[src/rtl/sprite_pkg.sv]
// Shared defaults and types for the Sonic sprite fetch stage.
package sprite_pkg;

  localparam int unsigned SPRITE_W    = 32;
  localparam int unsigned SPRITE_H    = 40;
  localparam int unsigned NUM_FRAMES  = 4;
  localparam int unsigned FRAME_TICKS = 8;
  localparam int unsigned ADDR_W      = 13;

  // Palette index 0 is the see-through colour.
  localparam logic [3:0] TRANSPARENT_IDX = 4'h0;

  // Per-frame sprite placement, captured at the vsync falling edge.
  typedef struct packed {
    logic [9:0] x;
    logic [9:0] y;
    logic       flip;
  } sprite_cfg_t;

  // Counter width that stays legal for a count of 1.
  function automatic int unsigned cnt_width(input int unsigned n);
    return (n > 1) ? $clog2(n) : 1;
  endfunction

endpackage

[src/rtl/sprite_anim_ctrl.sv]
// Frame-start detection, once-per-frame sprite placement latch and
// animation tick/frame counters.
module sprite_anim_ctrl #(
  parameter int unsigned NUM_FRAMES  = sprite_pkg::NUM_FRAMES,
  parameter int unsigned FRAME_TICKS = sprite_pkg::FRAME_TICKS,
  parameter int unsigned FRAME_W     = sprite_pkg::cnt_width(sprite_pkg::NUM_FRAMES)
) (
  input  logic               clk,
  input  logic               rst,
  input  logic               vsync,
  input  logic               anim_en,
  input  logic [9:0]         sprite_x,
  input  logic [9:0]         sprite_y,
  input  logic               flip_h,
  output logic [9:0]         sx,
  output logic [9:0]         sy,
  output logic               flip,
  output logic [FRAME_W-1:0] frame
);
  import sprite_pkg::*;

  localparam int unsigned TICK_W = cnt_width(FRAME_TICKS);

  logic               vsync_q, vsync_d;
  sprite_cfg_t        cfg_q, cfg_d;
  logic [TICK_W-1:0]  tick_q, tick_d;
  logic [FRAME_W-1:0] frame_q, frame_d;
  logic               frame_start;

  // Next-state: latch placement and step the animation on vsync falling edge.
  always_comb begin
    frame_start = vsync_q & ~vsync;
    vsync_d     = vsync;
    cfg_d       = cfg_q;
    tick_d      = tick_q;
    frame_d     = frame_q;
    if (frame_start) begin
      cfg_d = '{x: sprite_x, y: sprite_y, flip: flip_h};
      if (!anim_en) begin
        tick_d  = '0;
        frame_d = '0;
      end else if (tick_q == TICK_W'(FRAME_TICKS - 1)) begin
        tick_d  = '0;
        frame_d = (frame_q == FRAME_W'(NUM_FRAMES - 1)) ? '0 : frame_q + 1'b1;
      end else begin
        tick_d = tick_q + 1'b1;
      end
    end
  end

  // State registers, cleared asynchronously.
  always_ff @(posedge clk or posedge rst) begin
    if (rst) begin
      vsync_q <= 1'b0;
      cfg_q   <= '0;
      tick_q  <= '0;
      frame_q <= '0;
    end else begin
      vsync_q <= vsync_d;
      cfg_q   <= cfg_d;
      tick_q  <= tick_d;
      frame_q <= frame_d;
    end
  end

  assign sx    = cfg_q.x;
  assign sy    = cfg_q.y;
  assign flip  = cfg_q.flip;
  assign frame = frame_q;

endmodule

[src/rtl/sonic_sprite_fetch.sv]
// Three-stage pixel fetch: hit test and ROM address, ROM read, then
// opaque/index output. One pixel per clock.
module sonic_sprite_fetch #(
  parameter int unsigned SPRITE_W    = sprite_pkg::SPRITE_W,
  parameter int unsigned SPRITE_H    = sprite_pkg::SPRITE_H,
  parameter int unsigned NUM_FRAMES  = sprite_pkg::NUM_FRAMES,
  parameter int unsigned FRAME_TICKS = sprite_pkg::FRAME_TICKS,
  parameter int unsigned ADDR_W      = sprite_pkg::ADDR_W
) (
  input  logic              Clk,
  input  logic              Reset,
  input  logic              vsync,
  input  logic              blank,
  input  logic [9:0]        DrawX,
  input  logic [9:0]        DrawY,
  input  logic [9:0]        sprite_x,
  input  logic [9:0]        sprite_y,
  input  logic              flip_h,
  input  logic              anim_en,
  output logic [ADDR_W-1:0] rom_addr,
  input  logic [3:0]        rom_data,
  output logic [3:0]        pixel_index,
  output logic              pixel_opaque,
  output logic              blank_d
);
  import sprite_pkg::*;

  localparam int unsigned FRAME_W = cnt_width(NUM_FRAMES);

  logic [9:0]         sx, sy;
  logic               flip;
  logic [FRAME_W-1:0] frame;

  sprite_anim_ctrl #(
    .NUM_FRAMES  (NUM_FRAMES),
    .FRAME_TICKS (FRAME_TICKS),
    .FRAME_W     (FRAME_W)
  ) u_anim (
    .clk      (Clk),
    .rst      (Reset),
    .vsync    (vsync),
    .anim_en  (anim_en),
    .sprite_x (sprite_x),
    .sprite_y (sprite_y),
    .flip_h   (flip_h),
    .sx       (sx),
    .sy       (sy),
    .flip     (flip),
    .frame    (frame)
  );

  logic [ADDR_W-1:0] rom_addr_q, rom_addr_d;
  logic              hit1_q, hit1_d, blank1_q, blank1_d;
  logic              hit2_q, hit2_d, blank2_q, blank2_d;
  logic [3:0]        pixel_index_q, pixel_index_d;
  logic              pixel_opaque_q, pixel_opaque_d;
  logic              blank3_q, blank3_d;

  logic [10:0] x11, y11, sx11, sy11, dx, dy, col;
  logic        in_x, in_y;

  // Stage 1: window test in 11 bits so a sprite near column 1023 never wraps.
  always_comb begin
    x11        = {1'b0, DrawX};
    y11        = {1'b0, DrawY};
    sx11       = {1'b0, sx};
    sy11       = {1'b0, sy};
    in_x       = (x11 >= sx11) && (x11 < sx11 + 11'(SPRITE_W));
    in_y       = (y11 >= sy11) && (y11 < sy11 + 11'(SPRITE_H));
    hit1_d     = blank & in_x & in_y;
    blank1_d   = blank;
    dx         = x11 - sx11;
    dy         = y11 - sy11;
    col        = flip ? (11'(SPRITE_W - 1) - dx) : dx;
    rom_addr_d = '0;
    if (hit1_d) begin
      rom_addr_d = ADDR_W'(frame) * ADDR_W'(SPRITE_W * SPRITE_H)
                 + ADDR_W'(dy) * ADDR_W'(SPRITE_W)
                 + ADDR_W'(col);
    end
  end

  // Stage 2: carry hit/blank alongside the ROM read.
  always_comb begin
    hit2_d   = hit1_q;
    blank2_d = blank1_q;
  end

  // Stage 3: transparent index or a miss yields a non-drawn pixel.
  always_comb begin
    pixel_opaque_d = hit2_q && (rom_data != TRANSPARENT_IDX);
    pixel_index_d  = pixel_opaque_d ? rom_data : TRANSPARENT_IDX;
    blank3_d       = blank2_q;
  end

  // Pipeline registers; reset discards everything in flight.
  always_ff @(posedge Clk or posedge Reset) begin
    if (Reset) begin
      rom_addr_q     <= '0;
      hit1_q         <= 1'b0;
      blank1_q       <= 1'b0;
      hit2_q         <= 1'b0;
      blank2_q       <= 1'b0;
      pixel_index_q  <= '0;
      pixel_opaque_q <= 1'b0;
      blank3_q       <= 1'b0;
    end else begin
      rom_addr_q     <= rom_addr_d;
      hit1_q         <= hit1_d;
      blank1_q       <= blank1_d;
      hit2_q         <= hit2_d;
      blank2_q       <= blank2_d;
      pixel_index_q  <= pixel_index_d;
      pixel_opaque_q <= pixel_opaque_d;
      blank3_q       <= blank3_d;
    end
  end

  assign rom_addr     = rom_addr_q;
  assign pixel_index  = pixel_index_q;
  assign pixel_opaque = pixel_opaque_q;
  assign blank_d      = blank3_q;

endmodule

[config.mk]
export PLATFORM = sky130hd
export DESIGN_NAME = sonic_sprite_fetch
export DESIGN_NICKNAME = d
export VERILOG_FILES = /design/src/rtl/sprite_pkg.sv /design/src/rtl/sprite_anim_ctrl.sv /design/src/rtl/sonic_sprite_fetch.sv
export SDC_FILE = /design/constraint.sdc
export NUM_CORES = 1
export LEC_CHECK = 0
export CORE_MARGIN = 4
export CORE_UTILIZATION = 40
export DETAILED_ROUTE_END_ITERATION = 10
export DONT_BUFFER_PORTS = 1
export SETUP_SLACK_MARGIN = 0.4
export SYNTH_ARGS = -nofsm -noshare
export SYNTH_HDL_FRONTEND = slang
export SYNTH_SLANG_ARGS = --single-unit
[constraint.sdc]
create_clock -name Clk -period 8 [get_ports Clk]
set_input_delay 1.6 -clock Clk [delete_from_list [all_inputs] [get_ports Clk]]
set_output_delay 1.6 -clock Clk [all_outputs]
set_load 0.05 [all_outputs]
# Word-level counts from Yosys, hierarchy flattened
# Cells that the tools add are included.
# op_classes
n_addsub	9
n_mul	1
order_cmp	4
n_eq_ne	3
muxes	8
bitwise	4
n_reduce_logical	5
# op_table
op	count
adder 10 x 6 -> 11 bit (second input constant)	2
< comparator 10 x 11 -> 1 bit	2
greater-or-equal comparator 10 bit	2
adder 13 x 11 -> 13 bit	1
adder 13 bit	1
2-to-1 mux 13 bit	1
2-to-1 mux 11 bit	1
subtractor 10 x 10 -> 11 bit	1
subtractor 5 x 11 -> 11 bit (first input constant)	1
subtractor 8 bit	1
2-to-1 mux 2 bit	3
2-to-1 mux 3 bit	2
multiplier 2 x 3 -> 5 bit (second input constant)	1
2-to-1 mux 4 bit	1
nonzero test 4 bit	1
adder 3 x 1 -> 3 bit (second input constant)	1
AND 1 bit	3
== test 3 bit (second input constant)	1
logical AND 1 bit	3
adder 2 x 1 -> 2 bit (second input constant)	1
== test 2 bit (second input constant)	1
inequality test 2 x 1 -> 1 bit (second input constant)	1
AND reduction 2 bit	1
NOT 1 bit	1
# word_totals
regBits	50
wordCells	48

# Depth between registers and ports, before layout
# depth
ltp_word	6
ltp_mapped	21

# Cells and area by module
# A second synthesis with hierarchy kept.
# hier_totals
cells_unflattened	412
hier_area_um2	3609.7
# modules_own_cells
mod	n_inst	cells_per_inst	area_each_um2	seq_area_each_um2
sonic_sprite_fetch	1	293	2527.4	575.6
sprite_anim_ctrl	1	119	1082.3	675.6

# Worst setup path after synthesis
# Ideal clock, no wire load.
# synth_timing
kind	input-to-reg
startpoint	in DrawX[0]
endpoint	reg rom_addr_q[12] (netlist: rom_addr[12])
t_arrival_ps	5523
path_slack_ps	2376
cell_stages	20
path_buffers	0
path_cell_list	inv_1 -> ha_1 -> inv_1 -> fa_1 -> a211o_1 -> a2111oi_0 -> a211oi_2 -> ha_1 -> inv_1 -> a2111oi_2 -> nor4b_2 -> fa_1 -> inv_1 -> ha_1 -> o21a_1 -> o31a_1 -> or4_1 -> nand3_1 -> xnor2_1 -> nor4_1
# synth_between
elab_chain_cells	5
word_cells_on_any_way	10
# synth_lines
item	line_no	source
start: declaration	sonic_sprite_fetch.sv:14	input logic [9:0] DrawX,
subtractor 10 x 10 -> 11 bit (tied with other cells)	sonic_sprite_fetch.sv:72	dx = x11 - sx11;
subtractor 5 x 11 -> 11 bit or logical AND 1 bit (tied branches)	sonic_sprite_fetch.sv:74, sonic_sprite_fetch.sv:68	
2-to-1 mux 11 bit or AND 1 bit (tied branches)	sonic_sprite_fetch.sv:74, sonic_sprite_fetch.sv:70	
adder 13 x 11 -> 13 bit or AND 1 bit (tied branches)	sonic_sprite_fetch.sv:79, sonic_sprite_fetch.sv:70	
2-to-1 mux 13 bit (*)	sonic_sprite_fetch.sv:76	if (hit1_d) begin
via rom_addr_d[12]	sonic_sprite_fetch.sv:52	logic [ADDR_W-1:0] rom_addr_q, rom_addr_d;
end signal: assignment	sonic_sprite_fetch.sv:108	rom_addr_q <= rom_addr_d;
end: declaration	sonic_sprite_fetch.sv:52	
# Mark *: on every way through the listed nets, which the timed path passes. The rest lies on a longest branch.
# A chain may end at the register's enable or synchronous reset.

# Final worst setup path
# Ends and elaborated chain as after synthesis.

==> summary.txt <==
Outcome
  – Status: finished clean

Power and ir drop
  – VDD IR max: 0.1003 mV
  – Leak: around 1.9 nW
  – PD cells: 234.9 mW/mm2
  – Total power: between 0.0009 and 0.001 W

STA
  – Worst hold slack: 0.3554 ns
  – Final worst-path cycle share: 69.33%
  – Slew @ Worst Pin: 1.146 ns
  – Setup TNS: 0 ns
  – Fmax: 180.3 MHz
  – Fin crit period: between 5 and 6 ns
  – Slew HR: 23.12%
  – Final clock skew: 0.01341 ns
  – Final hold vios: 0
  – Slew Viols, Final: 0
  – RSZ-0062 raised after global routing: false
  – Final setup vio count: 0

GRT
  – GR peak layer: met2
  – GRT met2 Usage: 24.03%
  – Largest net degree at the start of global routing: 51
  – GR Layer Usage met3: 5.343%
  – Initial antenna violation count: 1
  – GR Overflow Total: 0
  – Vias in the first global route: 2,851
  – Overall routing resource usage: 14.89%
  – First-pass GRT wire length: 13,590 um
  – Met1 global-route usage: a little under a fifth

Synthesis
  – Area of the mapped netlist: 0.003862 mm2
  – Synth warn: 0
  – Prevailing post-synth register cell: dfrtp_1
  – Post-synth EDFFs: 0
  – Mean area per synthesized cell: 9.537 um2
  – Mapped Nets: 509
  – Sequential share of the synthesized area: 32.39%
  – Unique masters post-synth: 67
  – Syn Inst Count: 405
  – Synth async-reset ratio: 100.0%
  – FF+latch count, synth: 50

Place
  – Placed Cells: approximately 530
  – # port buffers: 0
  – Post-DP HPWL: 6431 um
  – Gpl congestion: 0.7950
  – Post-DP Area: 0.003970 mm2

Floorplan
  – Ports: 69
  – Num rows: 35
  – Die extent in x: about 110 um
  – Initial Utilization: 41.41%
  – Core Area: 0.009328 mm2
  – Die Y: 106.3 um
  – Die area: between 0.01 and 0.015 mm2

Detailed routing
  – First DRT Iteration DRCs: roughly 100
  – Vias/cell: 5.283
  – DR vias: 2,816
  – Final wirelength: 7921 um
  – Antenna Nets Post-Route: 0
  – Drt drc: 0
  – First drt pass iteration count: 5
  – Drt wl/cell: about 15 um

Worst setup path
  – WP data arrival: 5.75 ns
  – CP endpoint kind: register
  – Critical path peak fanout: 5
  – CP startpoint kind: primary input
  – Worst setup path category: in2reg
  – Required @ worst endpoint: ~8.2 ns

Cells and area
  – Layout cells sized above 1: 9.158%
  – Area delta synth->final: 5.248%
  – Commonest cells after routing, fill and taps aside: dfrtp_1, ha_1, inv_1
  – Most common cell after layout, fill and taps aside: dfrtp_1
  – Layout net count: between 500 and 600
  – Post-route cell area: 0.004065 mm2
  – Layout Cells excl Fill: 533
  – Number of diodes: 0

CTS
  – # hold bufs at CTS: 0
  – Clock tree buffer depth: 2
  – TritonCTS clock tree: built
  – Number of buffers created by CTS: 5
  – CTS resizes: 0
  – Clock latency on the worst-skew pair: 0.31 ns
  – Postcts setup bufs: 0
  – CTS clk-pin slew, worst paths: 0.09 ns
  – CTS root buf: clkbuf_8
  – H-tree Lvls: 2
  – CTS Sinks: 50

Min path
  – HP Class: reg2reg

Run
  – MaxCap Viol Count: 0
-- metal layers --
metal  part of all wire, %  routed length, um
met1                    46               3660
met2                    44               3495
met3                   8.1                638
met4                   1.4                109
met5                  0.21                 17
-- path summary, 6_finish.rpt --
kind / from / endpoint / slack, ns / cells after the start
hold reg to reg: blank1_q / blank2_q / 0.36 / 0
setup reg to reg: u_anim.sx[0] / rom_addr[12] / 3.34 / 19
max in group asynchronous: Reset / u_anim.sy[8] / 5.94 / 1
hold / removal: blank1_q / blank2_q / 0.36 / 0
setup / recovery: DrawX[0] / rom_addr[12] / 2.45 / 20
min in group asynchronous: Reset / rom_addr[3] / 1.41 / 1
-- final cells by class --
class | count | area, um2
repair buffers | 2 | 15.01
inverters | 47 | 176.4
multi-input cells | 297 | 2366
well taps | 129 | 161.4
flip-flops and latches | 50 | 1251
fillers | 924 | 5263
clock inverters | 2 | 12.51
clock buffers | 6 | 82.58
-- stage by stage --
step | utilization, % | setup slack (ns)
CTS | 43.58 | 2.416
finish | 43.58 | 2.453
global placement | 42.56 | 2.162
floorplan | - | 2.376
global route | 43.58 | 2.118
detailed placement | 42.56 | 2.105
-- cells by family (layout without fill, tap and decap cells) --
logic type	after synthesis	after routing	synth area share (%)
simple gates	110	110	16.55
xor+xnor	29	29	6.576
buf+inv	58	57	6.414
flops	50	50	32.39
fa+ha+maj	54	54	18.66
compound gates	104	104	19.40
-- synthesized netlist by cell type (7+ instances only) --
library cell | instances | area [um2]
a21o_1 | 10 | 75.07
a21oi_1 | 18 | 90.09
dfrtp_1 | 50 | 1251
ha_1 | 48 | 600.6
inv_1 | 47 | 176.4
nand2_1 | 41 | 153.9
nand3_1 | 8 | 40.04
nor2_1 | 8 | 30.03
nor2b_1 | 7 | 43.79
nor3_1 | 7 | 35.03
o21ai_0 | 28 | 140.1
xnor2_1 | 19 | 166.4
xor2_1 | 10 | 87.58
-- worst max-delay path, stage by stage --
cell	delay [ns]
inv_1	0.04
ha_1	0.15
inv_1	0.05
fa_1	0.41
a211o_1	0.30
a2111oi_0	0.47
a211oi_2	0.09
ha_1	0.22
inv_1	0.10
a2111oi_2	0.07
nor4b_2	0.32
fa_1	0.45
inv_1	0.07
ha_1	0.28
o21a_1	0.20
o31a_1	0.12
or4_1	0.46
nand3_1	0.11
xnor2_1	0.07
nor4_1	0.17
-- power by group --
group | leakage, nW | internal [W] | total (W) | switching, W
clock network | 0.0472 | 0.0000697 | 0.000156 | 0.0000863
logic | 1.17 | 0.000214 | 0.000492 | 0.000278
registers | 0.651 | 0.000274 | 0.000307 | 0.0000329
-- registers in the layout, indices dropped and copies added (netlist names) --
signal / cells
blank1_q: 1
hit2_q: 1
u_anim.vsync_q: 1
pixel_index: 4
hit1_q: 1
rom_addr: 13
u_anim.sx: 10
u_anim.sy: 10
blank2_q: 1
u_anim.frame: 2
u_anim.tick_q: 3
blank_d: 1
u_anim.flip: 1
pixel_opaque: 1
Power figures use the tool's default switching activity.
